File: config.mk
export PLATFORM = sky130hd
export DESIGN_NAME = wb_stage_ldx
export DESIGN_NICKNAME = d
export VERILOG_FILES = /design/src/rtl/wb_stage_ldx.sv
export SDC_FILE = /design/constraint.sdc
export NUM_CORES = 1
export LEC_CHECK = 0
export CAP_MARGIN = 20
export CORE_MARGIN = 3
export CORE_UTILIZATION = 36
export CTS_CLUSTER_SIZE = 10
export DETAILED_ROUTE_END_ITERATION = 10
export PLACE_DENSITY = 0.78
export SLEW_MARGIN = 20
export SYNTH_ARGS = -nofsm -noshare
export SYNTH_HDL_FRONTEND = slang
export SYNTH_SLANG_ARGS = --single-unit
export TNS_END_PERCENT = 5
File: constraint.sdc
create_clock -name clk -period 1.58 [get_ports clk]
set_input_delay 0.316 -clock clk [delete_from_list [all_inputs] [get_ports clk]]
set_output_delay 0.316 -clock clk [all_outputs]
set_load 0.05 [all_outputs]
File: src/rtl/wb_stage_ldx.sv
// Writeback stage: retires ALU results and aligns/extends returning load data onto the RF write port.
// Latency: ALU result writes 1 cycle after capture, load 1 cycle after mem_rvalid; in_allow drops while a load waits.
module wb_stage_ldx #(
    parameter int DATA_W  = 32,
    parameter int RADDR_W = 5,
    parameter int TIMEOUT = 255
) (
    input  logic                          clk,
    input  logic                          resetn,
    input  logic                          in_valid,
    output logic                          in_allow,
    input  logic [31:0]                   in_pc,
    input  logic                          in_rf_we,
    input  logic [RADDR_W-1:0]            in_rf_waddr,
    input  logic [DATA_W-1:0]             in_alu_result,
    input  logic                          in_is_load,
    input  logic [1:0]                    in_ld_size,
    input  logic                          in_ld_unsigned,
    input  logic [$clog2(DATA_W/8)-1:0]   in_addr_lo,
    input  logic                          mem_rvalid,
    input  logic [DATA_W-1:0]             mem_rdata,
    output logic                          rf_we,
    output logic [RADDR_W-1:0]            rf_waddr,
    output logic [DATA_W-1:0]             rf_wdata,
    output logic                          byp_valid,
    output logic [RADDR_W-1:0]            byp_waddr,
    output logic [DATA_W-1:0]             byp_wdata,
    output logic                          byp_busy,
    output logic                          err_misalign,
    output logic                          err_timeout,
    output logic                          err_spurious,
    output logic [31:0]                   debug_wb_pc,
    output logic [3:0]                    debug_wb_rf_wen,
    output logic [RADDR_W-1:0]            debug_wb_rf_wnum,
    output logic [DATA_W-1:0]             debug_wb_rf_wdata
);
    localparam int OFF_W = $clog2(DATA_W/8);
    localparam int CNT_W = $clog2(TIMEOUT+1);

    typedef enum logic [1:0] {S_EMPTY, S_WAIT, S_READY} state_t;

    state_t              state, state_nxt;
    logic                capture;
    logic [1:0]          in_size;
    logic [OFF_W-1:0]    in_off;
    logic                in_mis;

    logic [31:0]         h_pc;
    logic                h_we;
    logic [RADDR_W-1:0]  h_waddr;
    logic [DATA_W-1:0]   h_data;
    logic [1:0]          h_size;
    logic                h_uns;
    logic [OFF_W-1:0]    h_off;
    logic [CNT_W-1:0]    cnt;

    logic [DATA_W-1:0]   shifted;
    logic [DATA_W-1:0]   ld_data;
    logic                wait_idle;

    assign in_allow  = (state == S_EMPTY) || (state == S_READY);
    assign capture   = in_valid && in_allow;
    assign wait_idle = (state == S_WAIT) && !mem_rvalid;

    always_ff @(posedge clk or negedge resetn) begin
        if (!resetn) state <= S_EMPTY;
        else         state <= state_nxt;
    end

    always_comb begin
        state_nxt = state;
        case (state)
            S_EMPTY, S_READY: begin
                if (capture) state_nxt = in_is_load ? S_WAIT : S_READY;
                else         state_nxt = S_EMPTY;
            end
            S_WAIT:  if (mem_rvalid) state_nxt = S_READY;
            default: state_nxt = S_EMPTY;
        endcase
    end

    // Dword collapses to word on a 32-bit datapath; the offset is aligned once, at capture.
    always_comb begin
        in_size = in_ld_size;
        if (DATA_W == 32 && in_ld_size == 2'd3) in_size = 2'd2;
        in_off = in_addr_lo;
        in_mis = 1'b0;
        case (in_size)
            2'd0: ;
            2'd1: begin
                in_off[0] = 1'b0;
                in_mis    = in_addr_lo[0];
            end
            2'd2: begin
                in_off[1:0] = 2'b00;
                in_mis      = |in_addr_lo[1:0];
            end
            default: in_off = '0;
        endcase
    end

    assign shifted = mem_rdata >> {h_off, 3'b000};

    always_comb begin
        ld_data = shifted;
        case (h_size)
            2'd0: ld_data = h_uns ? DATA_W'(shifted[7:0])  : DATA_W'($signed(shifted[7:0]));
            2'd1: ld_data = h_uns ? DATA_W'(shifted[15:0]) : DATA_W'($signed(shifted[15:0]));
            2'd2: ld_data = h_uns ? DATA_W'(shifted[31:0]) : DATA_W'($signed(shifted[31:0]));
            default: ld_data = shifted;
        endcase
    end

    always_ff @(posedge clk or negedge resetn) begin
        if (!resetn) begin
            h_pc    <= '0;
            h_we    <= 1'b0;
            h_waddr <= '0;
            h_data  <= '0;
            h_size  <= 2'd0;
            h_uns   <= 1'b0;
            h_off   <= '0;
        end else if (capture) begin
            h_pc    <= in_pc;
            h_we    <= in_rf_we;
            h_waddr <= in_rf_waddr;
            h_data  <= in_alu_result;
            h_size  <= in_size;
            h_uns   <= in_ld_unsigned;
            h_off   <= in_off;
        end else if (state == S_WAIT && mem_rvalid) begin
            h_data  <= ld_data;
        end
    end

    // The load stays pending after a timeout; late data still retires normally.
    always_ff @(posedge clk or negedge resetn) begin
        if (!resetn) begin
            cnt          <= '0;
            err_misalign <= 1'b0;
            err_timeout  <= 1'b0;
            err_spurious <= 1'b0;
        end else begin
            if (capture) begin
                cnt <= '0;
            end else if (wait_idle && cnt != CNT_W'(TIMEOUT)) begin
                cnt <= cnt + CNT_W'(1);
            end
            if (capture && in_is_load && in_mis)            err_misalign <= 1'b1;
            if (wait_idle && cnt == CNT_W'(TIMEOUT - 1))    err_timeout  <= 1'b1;
            if (mem_rvalid && state != S_WAIT)              err_spurious <= 1'b1;
        end
    end

    assign rf_we             = (state == S_READY) && h_we && (h_waddr != '0);
    assign rf_waddr          = h_waddr;
    assign rf_wdata          = h_data;
    assign byp_valid         = rf_we;
    assign byp_waddr         = h_waddr;
    assign byp_wdata         = h_data;
    assign byp_busy          = (state == S_WAIT) && h_we;
    assign debug_wb_pc       = h_pc;
    assign debug_wb_rf_wen   = {4{rf_we}};
    assign debug_wb_rf_wnum  = h_waddr;
    assign debug_wb_rf_wdata = h_data;

endmodule

; ---- Yosys cells after proc, flatten, opt, wreduce, memory -nomap -nowiden
; Cells that the tools add are included.
[op_classes]
n_addsub = 1
eq_ne = 10
shift = 1
mux = 15
reduce_logical = 22
[op_table]
columns = op, count
row1 = $mux W32, 4
row2 = $pmux W32 S2, 1
row3 = $shr A32 B5 Y32, 1
row4 = $mux W8, 2
row5 = $logic_and A1 B1 Y1, 11
row6 = $add A8 B1 Y8 const B, 1
row7 = $eq A8 B8 Y1 const B, 1
row8 = $mux W2, 4
row9 = $ne A8 B8 Y1 const B, 1
row10 = $eq A2 B1 Y1 const B, 3
row11 = $eq A2 B2 Y1 const B, 3
row12 = $logic_not A2 Y1, 3
row13 = $reduce_or A2 Y1, 3
row14 = $reduce_bool A5 Y1, 1
row15 = $pmux W2 S2, 1
row16 = $reduce_bool A2 Y1, 2
row17 = $mux W1, 2
row18 = $ne A2 B1 Y1 const B, 1
row19 = $ne A2 B2 Y1 const B, 1
row20 = $pmux W1 S2, 1
row21 = $logic_not A1 Y1, 1
row22 = $logic_or A1 B1 Y1, 1
[word_totals]
regBits = 88

; ---- Longest topological paths before layout
; Gate-level depths: netlist of run 1.
[depth]
depth_word = 5
ltp_mapped = 7
depth_no_buf = 4

; ---- Least setup slack after synthesis of run 1
; Ideal clock, no wire load.
[synth_timing]
path_kind = flip-flop to output port
start = register h_waddr[0] (netlist: byp_waddr[0])
end = output debug_wb_rf_wen[0]
arrival_time_ps = 1903
setup_slack_ps = -639
stages_incl_launch_ff = 4
path_cell_list = dfrtp_1 -> or4_1 -> o2111a_1 -> buf_4
[synth_between]
elab_chain_len = 2
[synth_lines]
columns = item, line
row1 = from (decl), 50  ; logic [RADDR_W-1:0] h_waddr;
row2 = from (signal assigned), 126  ; h_waddr <= in_rf_waddr;
row3 = $reduce_bool A5 Y1, 155  ; assign rf_we = (state == S_READY) && h_we && (h_waddr != '0);
row4 = $logic_and A1 B1 Y1, 155
row5 = to (decl), 33  ; output logic [3:0] debug_wb_rf_wen,
; No other way between the ends.

; ---- Worst setup path in the final report of run 1
[layout_timing]
start = register h_waddr[0] (netlist: byp_waddr[0])
end = output debug_wb_rf_wen[2]
; Same word-level chain as after synthesis.

==> reports/qor.yml, run 1 <==
met3_usage: 0.0599
crit_path_end_kind: "primary output"
r2r_end: "byp_wdata[19]"
grt_pass1_wl_um: 26000
p_total_mw: 13.0
port-buffer-count: 265
grt_start_max_net_pins: 36
clockBufferDepth: 2
synth_edf_count: 0
overflow: 0
cts_made_buffers: 9
place_congestion: 0.969
setup_slack_ns: -0.527
area_delta_synth_final_pct: 85.7
maxCapViolations: 0
ir_drop_uv: 606
async_flop_share: 1.00
power_switching_mw: 5.42
synth_warnings: 0
clk_pin_slew_ns: 0.06
hp-start: "mem_rdata[31]"
viasPerCell: 5.12
root_buffer: "clkbuf_16"
cpPeakStageDelay_ns: 0.53
crit_path_start_kind: "register"
drv_slew: 0
busiest_layer: "met2"
timing.hold.ws_ns: 0.462
die_area_mm2: 0.0151
hpwl_um: 13600
fin_area_mm2: 0.00911
min_to: "byp_wdata[31]"
fmax_mhz: 475
rr_startpoint: "h_off[1]"
period_needed_ns: 2.11
cp_top_family: "simple AND/OR/NAND/NOR gates"
failed_checks: "negative setup slack"
dpl-instance-area_mm2: 0.00865
syn-instance-count: 552
worst_pin_slew_ns: 0.397
syn-num-nets: 666
register_area_mm2: 0.00221
setup_violations: 32
num_antenna_cells: 0
relSlewSlack: 0.735
cp_slowest_cell: "or4_4"
fill_cells: 926
powerDensity_mw_per_mm2: 1420
gr-usage-met1: 0.259
drc: 0
drtIter0Drc: 402
syn-cell-area_mm2: 0.00491
multi_input_area_mm2: 0.00203
cts_max_level: 3
p_int_mw: 7.55
final_common_cell: "nand2_1"
antenna_found_initial: 1
drt-total-wl_um: 17200
use_met2: 0.379
p_seq_frac: 0.253
p_leak_nw: 4.15
cp.arrival_ns: 1.79
fin_crit_sh: 1.33
required_ns: 1.26
crit_fanout: 6
core_mm2: 0.0133
insertion_delay_ns: 0.33
rsz0062_at_grt: "yes"
clock_sinks: 88
layout-drive-gt1-share: 0.345
clock_skew_ns: 0.00471
path_class: "register to primary output"
placementRows: 42
ys.flop_type: "dfrtp_1"
ant_nets: 0
swShare: 0.418
ys_types: 48
final_cell_mix: "nand2_1, buf_12, clkdlybuf4s50_1"
post-route-util: 0.685
ys_ff_latch: 88
cts_tree: "yes"
avgSynthCellArea_um2: 8.89
hold_viol_final: 0
power_frac_clock: 0.192
wl_per_cell_um: 18.1
firstDrtPassIters: 4
chipWidth_um: 123
die_h_um: 123
combPwrFrac: 0.555
yosysSeqAreaShare: 0.449
nets: 881
rrSetupSlack_ns: -0.07
track_usage: 0.219
crit_chain: "or4_4 -> o2111a_2 -> buf_4"
whs_path_depth: 3
hold_class: "input port to register"
grt_pass1_vias: 4958
cp_num_buf_inv: 1
initial_utilization: 0.369
outcome: "finished, violations left"
cp_num_cells: 3
io_pins: 266
rr_worst_depth: 5
vias: 4854
## through the flow
step	setup slack, ns	setup TNS [ns]	instances
final	-0.527	-4.38	948
after global routing	-0.572	-6.37	948
after CTS	-0.542	-4.59	947
after detailed placement	-0.556	-29.96	930
after global placement	-0.509	-25.37	930
after floorplan	-0.398	-3.50	552
## power groups by stage
stage	sequential (mW)	combinational, mW	clock, mW
6_report	3.29	7.19	2.49
5_1_grt	3.34	7.44	2.65
4_1_cts	3.29	7.19	2.55
3_5_place_dp	3.32	7.17	0
3_3_place_gp	3.30	7.05	0
2_1_floorplan	4.11	2.95	0
## cell usage after synthesis, types with 2 or more instances
cell | count | share of area
a31oi_1 | 3 | 0.0038
nand3_1 | 2 | 0.0020
or3_1 | 16 | 0.020
a311oi_1 | 5 | 0.0089
nor2_1 | 4 | 0.0031
buf_1 | 2 | 0.0015
o2bb2ai_1 | 7 | 0.012
mux2_2 | 13 | 0.030
dfrtp_1 | 88 | 0.45
nand3b_1 | 3 | 0.0046
o21ai_0 | 26 | 0.027
inv_1 | 4 | 0.0031
mux2i_1 | 15 | 0.031
o21ai_1 | 3 | 0.0031
nand2b_1 | 4 | 0.0051
ha_1 | 2 | 0.0051
a21oi_1 | 22 | 0.022
nand4_1 | 2 | 0.0025
o211ai_1 | 5 | 0.0077
a21oi_2 | 10 | 0.018
and2_1 | 3 | 0.0038
a21o_1 | 2 | 0.0031
buf_2 | 3 | 0.0031
buf_4 | 79 | 0.12
o22ai_1 | 8 | 0.010
clkbuf_1 | 26 | 0.020
nand2_1 | 162 | 0.12
nor3_1 | 7 | 0.0071
and3_1 | 4 | 0.0051
nor2b_1 | 4 | 0.0051
## metal layers
layer  vias to the layer above  part of all wire  wire length [um]
met5                         -           0.00076                13
met4                         2             0.024               412
met3                        36             0.092              1570
met2                       250              0.52              8890
met1                      2358              0.37              6300
li1                       2208                 -                 -
## registers in the layout (all words and copies together), names as in the netlist
signal,cells
err_spurious,1
byp_waddr,5
err_misalign,1
byp_wdata,32
debug_wb_pc,32
h_we,1
h_off,2
err_timeout,1
cnt,8
h_uns,1
h_size,2
state,2
## cells by family after synthesis
logic type	Yosys count	share of synthesized area
adder cells (fa/ha/maj)	2	0.00510
buffers and inverters	116	0.154
AO/OA/AOI/OAI	99	0.132
AND/OR/NAND/NOR	218	0.195
flip-flops	88	0.449
multiplexers	29	0.0650
## final cells by class
cell class	instances	share of cell area
Clock buffer	11	0.0277
Clock inverter	5	0.0113
Inverter	4	0.00165
Multi-Input combinational cell	348	0.223
Sequential cell	88	0.242
Tap cell	176	0.0242
Timing Repair Buffer	316	0.470
## how the worst max path moves through the flow
stage                              from                  to
after floorplan            byp_waddr[0]  debug_wb_rf_wen[0]
after global placement    mem_rdata[31]       byp_wdata[31]
after detailed placement  mem_rdata[31]       byp_wdata[16]
after CTS                  byp_waddr[0]  debug_wb_rf_wen[1]
after global routing       byp_waddr[0]  debug_wb_rf_wen[1]
final                      byp_waddr[0]  debug_wb_rf_wen[2]
## tightest hold or removal path: cells and delay by family
family / cells / cell delay, ns
buffers and inverters: 1 / 0.29
and+or+nand+nor: 1 / 0.09
AOI/OAI and AO/OA: 1 / 0.06
## timing repair
action / in CTS / in global routing
hold buffers: 1 / 0
endpoints found under the setup margin: 32 / 78
endpoints found under the hold margin: 22 / 0
pin swaps: 4 / 1
setup buffers: 0 / 1
gates resized for setup: 6 / 17
No activity file was read; power rests on OpenSTA's default activity.
==> run 2, diff against run 1 <==
--- a/config.mk
+++ b/config.mk
@@ -8,9 +8,11 @@
 export CAP_MARGIN = 20
 export CORE_MARGIN = 3
 export CORE_UTILIZATION = 36
+export CTS_BUF_LIST = sky130_fd_sc_hd__clkbuf_4 sky130_fd_sc_hd__clkbuf_8 sky130_fd_sc_hd__clkbuf_16
 export CTS_CLUSTER_SIZE = 10
 export DETAILED_ROUTE_END_ITERATION = 10
 export PLACE_DENSITY = 0.78
+export SKIP_CTS_REPAIR_TIMING = 1
 export SLEW_MARGIN = 20
 export SYNTH_ARGS = -nofsm -noshare
 export SYNTH_HDL_FRONTEND = slang
==> run 2 against run 1 <==
Net effect:
- via count barely moved
- combinational power about the same
- global-route usage is essentially flat
- sequential share of layout area barely moved
- count of clock-buffer cells in the layout stayed put
- cell count is the same
- the flow still finishes with violations (negative setup slack)
- non-clock buffer count stayed put
- flip-flop and latch count did not move
- first-iteration DRC count fell by 13%
- critical path type unchanged
==> reports/qor.yml, run 2 (synthesis gave the netlist of run 1 again) <==
crit_chain: "or4_4 -> o2111a_2 -> buf_4"
required_ns: 1.26
setup_slack_ns: -0.527
cts_tree: "yes"
hold_viol_final: 0
ant_nets: 0
vias: 4858
maxCapViolations: 0
cp_num_buf_inv: 1
grt_pass1_vias: 4969
root_buffer: "clkbuf_16"
path_class: "register to primary output"
place_ws_ns: -0.556
setup_violations: 32
final_common_cell: "nand2_1"
place_congestion: 0.969
cpPeakStageDelay_ns: 0.53
setup_tns_ns: -4.86
viasPerCell: 5.12
power_switching_mw: 5.42
placementRows: 42
final_cell_count_no_fill: 948
dp_cells: 930
wl_per_cell_um: 18.2
track_usage: 0.219
initial_utilization: 0.369
clock_sinks: 88
cp_top_family: "simple AND/OR/NAND/NOR gates"
core_mm2: 0.0133
fill_cells: 926
antenna_found_initial: 1
grt_pass1_wl_um: 25900
whs_path_depth: 3
p_leak_nw: 4.16
p_total_mw: 13.0
fin_area_mm2: 0.00912
crit_path_end_kind: "primary output"
rsz0062_at_grt: "yes"
port-buffer-count: 265
overflow: 0
clockBufferDepth: 2
io_pins: 266
p_seq_frac: 0.253
final_cell_mix: "nand2_1, buf_12, clkdlybuf4s50_1"
drtIter0Drc: 351
swShare: 0.418
combPwrFrac: 0.555
cts_max_level: 3
dpl-instance-area_mm2: 0.00865
die_area_mm2: 0.0151
drt-total-wl_um: 17200
cp_num_cells: 3
powerDensity_mw_per_mm2: 1420
period_needed_ns: 2.11
clock_skew_ns: 0.00557
insertion_delay_ns: 0.33
clk_pin_slew_ns: 0.06
crit_path_start_kind: "register"
crit_fanout: 6
area_delta_synth_final_pct: 85.9
die_h_um: 123
hold_class: "input port to register"
p_int_mw: 7.56
failed_checks: "negative setup slack"
cp_slowest_cell: "or4_4"
num_antenna_cells: 0
cp.arrival_ns: 1.79
fmax_mhz: 475
rr_worst_depth: 5
hpwl_um: 13600
drv_slew: 0
power_frac_clock: 0.192
nets: 881
relSlewSlack: 0.739
ir_drop_uv: 606
chipWidth_um: 123
fin_crit_sh: 1.33
cts_made_buffers: 9
grt_start_max_net_pins: 36
outcome: "finished, violations left"
firstDrtPassIters: 5
layout-drive-gt1-share: 0.343
worst_pin_slew_ns: 0.392
drc: 0
-- run 2: cell type report --
class	count	area, um2	area share
Tap cell	176	220	0.0241
Multi-Input combinational cell	348	2030	0.223
Timing Repair Buffer	316	4290	0.470
Inverter	4	15.0	0.00165
Sequential cell	88	2210	0.242
Clock inverter	5	103	0.0112
Clock buffer	11	253	0.0277
-- run 2: tightest hold or removal path, delay by kind of cell --
family	cells	cell delay, ns
AO/OA/AOI/OAI	1	0.06
buffers and inverters	1	0.18
AND/OR/NAND/NOR	1	0.09
-- run 2: worst paths after layout --
check / startpoint / to / slack [ns]
min in group asynchronous: resetn / byp_wdata[1] / 0.46
min: mem_rdata[31] / byp_wdata[31] / 0.36
max: byp_waddr[0] / debug_wb_rf_wen[2] / -0.53
min reg2reg: debug_wb_pc[0] / debug_wb_pc[0] / 0.48
max in group asynchronous: resetn / debug_wb_pc[27] / 0.61
max reg2reg: h_off[1] / byp_wdata[19] / -0.12
-- run 2: routing by layer --
layer  vias to the layer above  GRT usage  part of all wire
met5                         -          0           0.00076
met4                         2     0.0847             0.027
met3                        39     0.0590             0.089
met2                       254      0.378              0.52
met1                      2352      0.259              0.37
li1                       2211          -                 -
-- run 2: power by group through the flow --
stage               Sequential (mW)  Combinational [mW]  Clock [mW]
floorplan                      4.11                2.95           0
global placement               3.30                7.05           0
detailed placement             3.32                7.17           0
CTS                            3.29                7.18        2.55
global route                   3.34                7.44        2.65
finish                         3.29                7.20        2.49
-- run 2: stage by stage --
stage	hold WS, ns	util
floorplan	0.0204	-
global route	0.370	0.686
finish	0.355	0.686
detailed placement	0.250	0.651
global placement	0.243	0.651
CTS	-0.119	0.678
==> run 3, diff against run 2 <==
--- a/config.mk
+++ b/config.mk
@@ -17,4 +17,3 @@
 export SYNTH_ARGS = -nofsm -noshare
 export SYNTH_HDL_FRONTEND = slang
 export SYNTH_SLANG_ARGS = --single-unit
-export TNS_END_PERCENT = 5
==> run 3 against run 2 <==
Net effect:
- the flow still finishes with violations (negative setup slack)
- worst setup slack got worse by 0.012 ns
- maximum frequency decreased by 0.57%
- routed wire length is 6.1% higher
- flip-flop and latch count unchanged
- largest power group unchanged
- highest routed layer is now met4
==> reports/qor.yml, run 3 (synthesis gave the netlist of run 1 again) <==
worst_pin_slew_ns: 0.387
crit_fanout: 6
vias: 4979
final_common_cell: "nand2_1"
drv_slew: 0
rrSetupSlack_ns: -0.22
io_pins: 266
cts_tree: "yes"
ant_nets: 0
maxCapViolations: 0
hpwl_um: 14300
area_delta_synth_final_pct: 87.7
dpl-instance-area_mm2: 0.00868
r2r_end: "byp_wdata[24]"
clockBufferDepth: 2
fmax_mhz: 472
setup_slack_ns: -0.539
die_h_um: 123
clk_pin_slew_ns: 0.06
drc: 0
chipWidth_um: 123
fin_crit_sh: 1.34
final_cell_count_no_fill: 956
drt-total-wl_um: 18300
overflow: 0
clock_sinks: 88
failed_checks: "negative setup slack"
root_buffer: "clkbuf_16"
p_leak_nw: 4.17
ir_drop_uv: 866
cp.arrival_ns: 1.80
required_ns: 1.26
dp_cells: 933
nets: 889
cts_made_buffers: 9
layout-drive-gt1-share: 0.372
core_mm2: 0.0133
place_congestion: 0.917
cts_max_level: 3
placementRows: 42
firstDrtPassIters: 5
port-buffer-count: 265
grt_start_max_net_pins: 34
fill_cells: 870
wl_per_cell_um: 19.1
track_usage: 0.233
drtIter0Drc: 461
crit_path_end_kind: "primary output"
fin_area_mm2: 0.00921
insertion_delay_ns: 0.34
rr_worst_depth: 5
powerDensity_mw_per_mm2: 1370
antenna_found_initial: 0
path_class: "register to primary output"
viasPerCell: 5.21
grt_pass1_vias: 5040
die_area_mm2: 0.0151
crit_start: "byp_waddr[0]"
grt_pass1_wl_um: 26900
final_cell_mix: "nand2_1, buf_12, clkdlybuf4s50_1"
initial_utilization: 0.369
hold_class: "input port to async pin"
clock_skew_ns: 0.00662
num_antenna_cells: 0
rr_startpoint: "h_off[1]"
rsz0062_at_grt: "yes"
hold_viol_final: 0
worstSetupEndpoint: "debug_wb_rf_wen[3]"
outcome: "finished, violations left"
crit_path_start_kind: "register"
period_needed_ns: 2.12
setup_violations: 24
relSlewSlack: 0.742
-- run 3: changes by cell type in the layout (fill, tap and decap cells not counted), sizes merged --
cell,before,now
dlymetal6s2s,2,0
clkdlybuf4s50,108,110
clkinvlp,1,0
clkinv,1,3
bufinv,3,0
buf,205,212
clkbuf,11,14
-- run 3: worst max-delay path, cell delays in order (launching register included) --
cell and delay [ns]:
dfrtp_2 0.40, or4_4 0.53, o2111a_2 0.32, buf_4 0.21
-- run 3: worst min-delay path by stage --
stage                     slack, ns           end  cells after the start   start
after floorplan                0.02  byp_waddr[0]                      0  resetn
after global placement         0.15  byp_wdata[8]                      1  resetn
after detailed placement       0.15  byp_wdata[8]                      1  resetn
after CTS                     -0.22  byp_wdata[8]                      1  resetn
after global routing           0.35  byp_wdata[8]                      2  resetn
final                          0.36  byp_wdata[8]                      2  resetn
-- run 3: layer usage --
metal | GRT usage | share of wire
met5 | 0 | 0
met4 | 0.121 | 0.042
met3 | 0.0737 | 0.094
met2 | 0.402 | 0.51
met1 | 0.254 | 0.35
-- run 3: per-stage QoR --
| stage | utilization | total power [mW] | hold slack [ns] | setup TNS (ns) | setup WS, ns |
|---|---|---|---|---|---|
| finish | 0.693 | 12.7 | 0.362 | -6.46 | -0.539 |
| global route | 0.693 | 13.1 | 0.353 | -7.67 | -0.588 |
| CTS | 0.674 | 12.6 | -0.224 | -6.75 | -0.577 |
| detailed placement | 0.653 | 10.5 | 0.151 | -16.63 | -0.500 |
| global placement | 0.653 | 10.4 | 0.150 | -12.22 | -0.396 |
| floorplan | - | 7.05 | 0.0204 | -3.25 | -0.398 |
-- run 3: area by class of cell --
class / count / area [um2] / area share
Timing Repair Buffer: 324 / 4380 / 0.476
Sequential cell: 88 / 2210 / 0.240
Multi-Input combinational cell: 348 / 2110 / 0.229
Clock buffer: 13 / 262 / 0.0284
Tap cell: 176 / 220 / 0.0239
Clock inverter: 3 / 18.8 / 0.00204
Inverter: 4 / 15.0 / 0.00163
-- run 3: where the power goes --
part	internal, mW	leakage [nW]	switching [mW]
sequential	2.62	1.06	0.684
clock	1.16	0.144	0.873
combinational	3.37	2.97	3.95
total	7.15	4.17	5.50
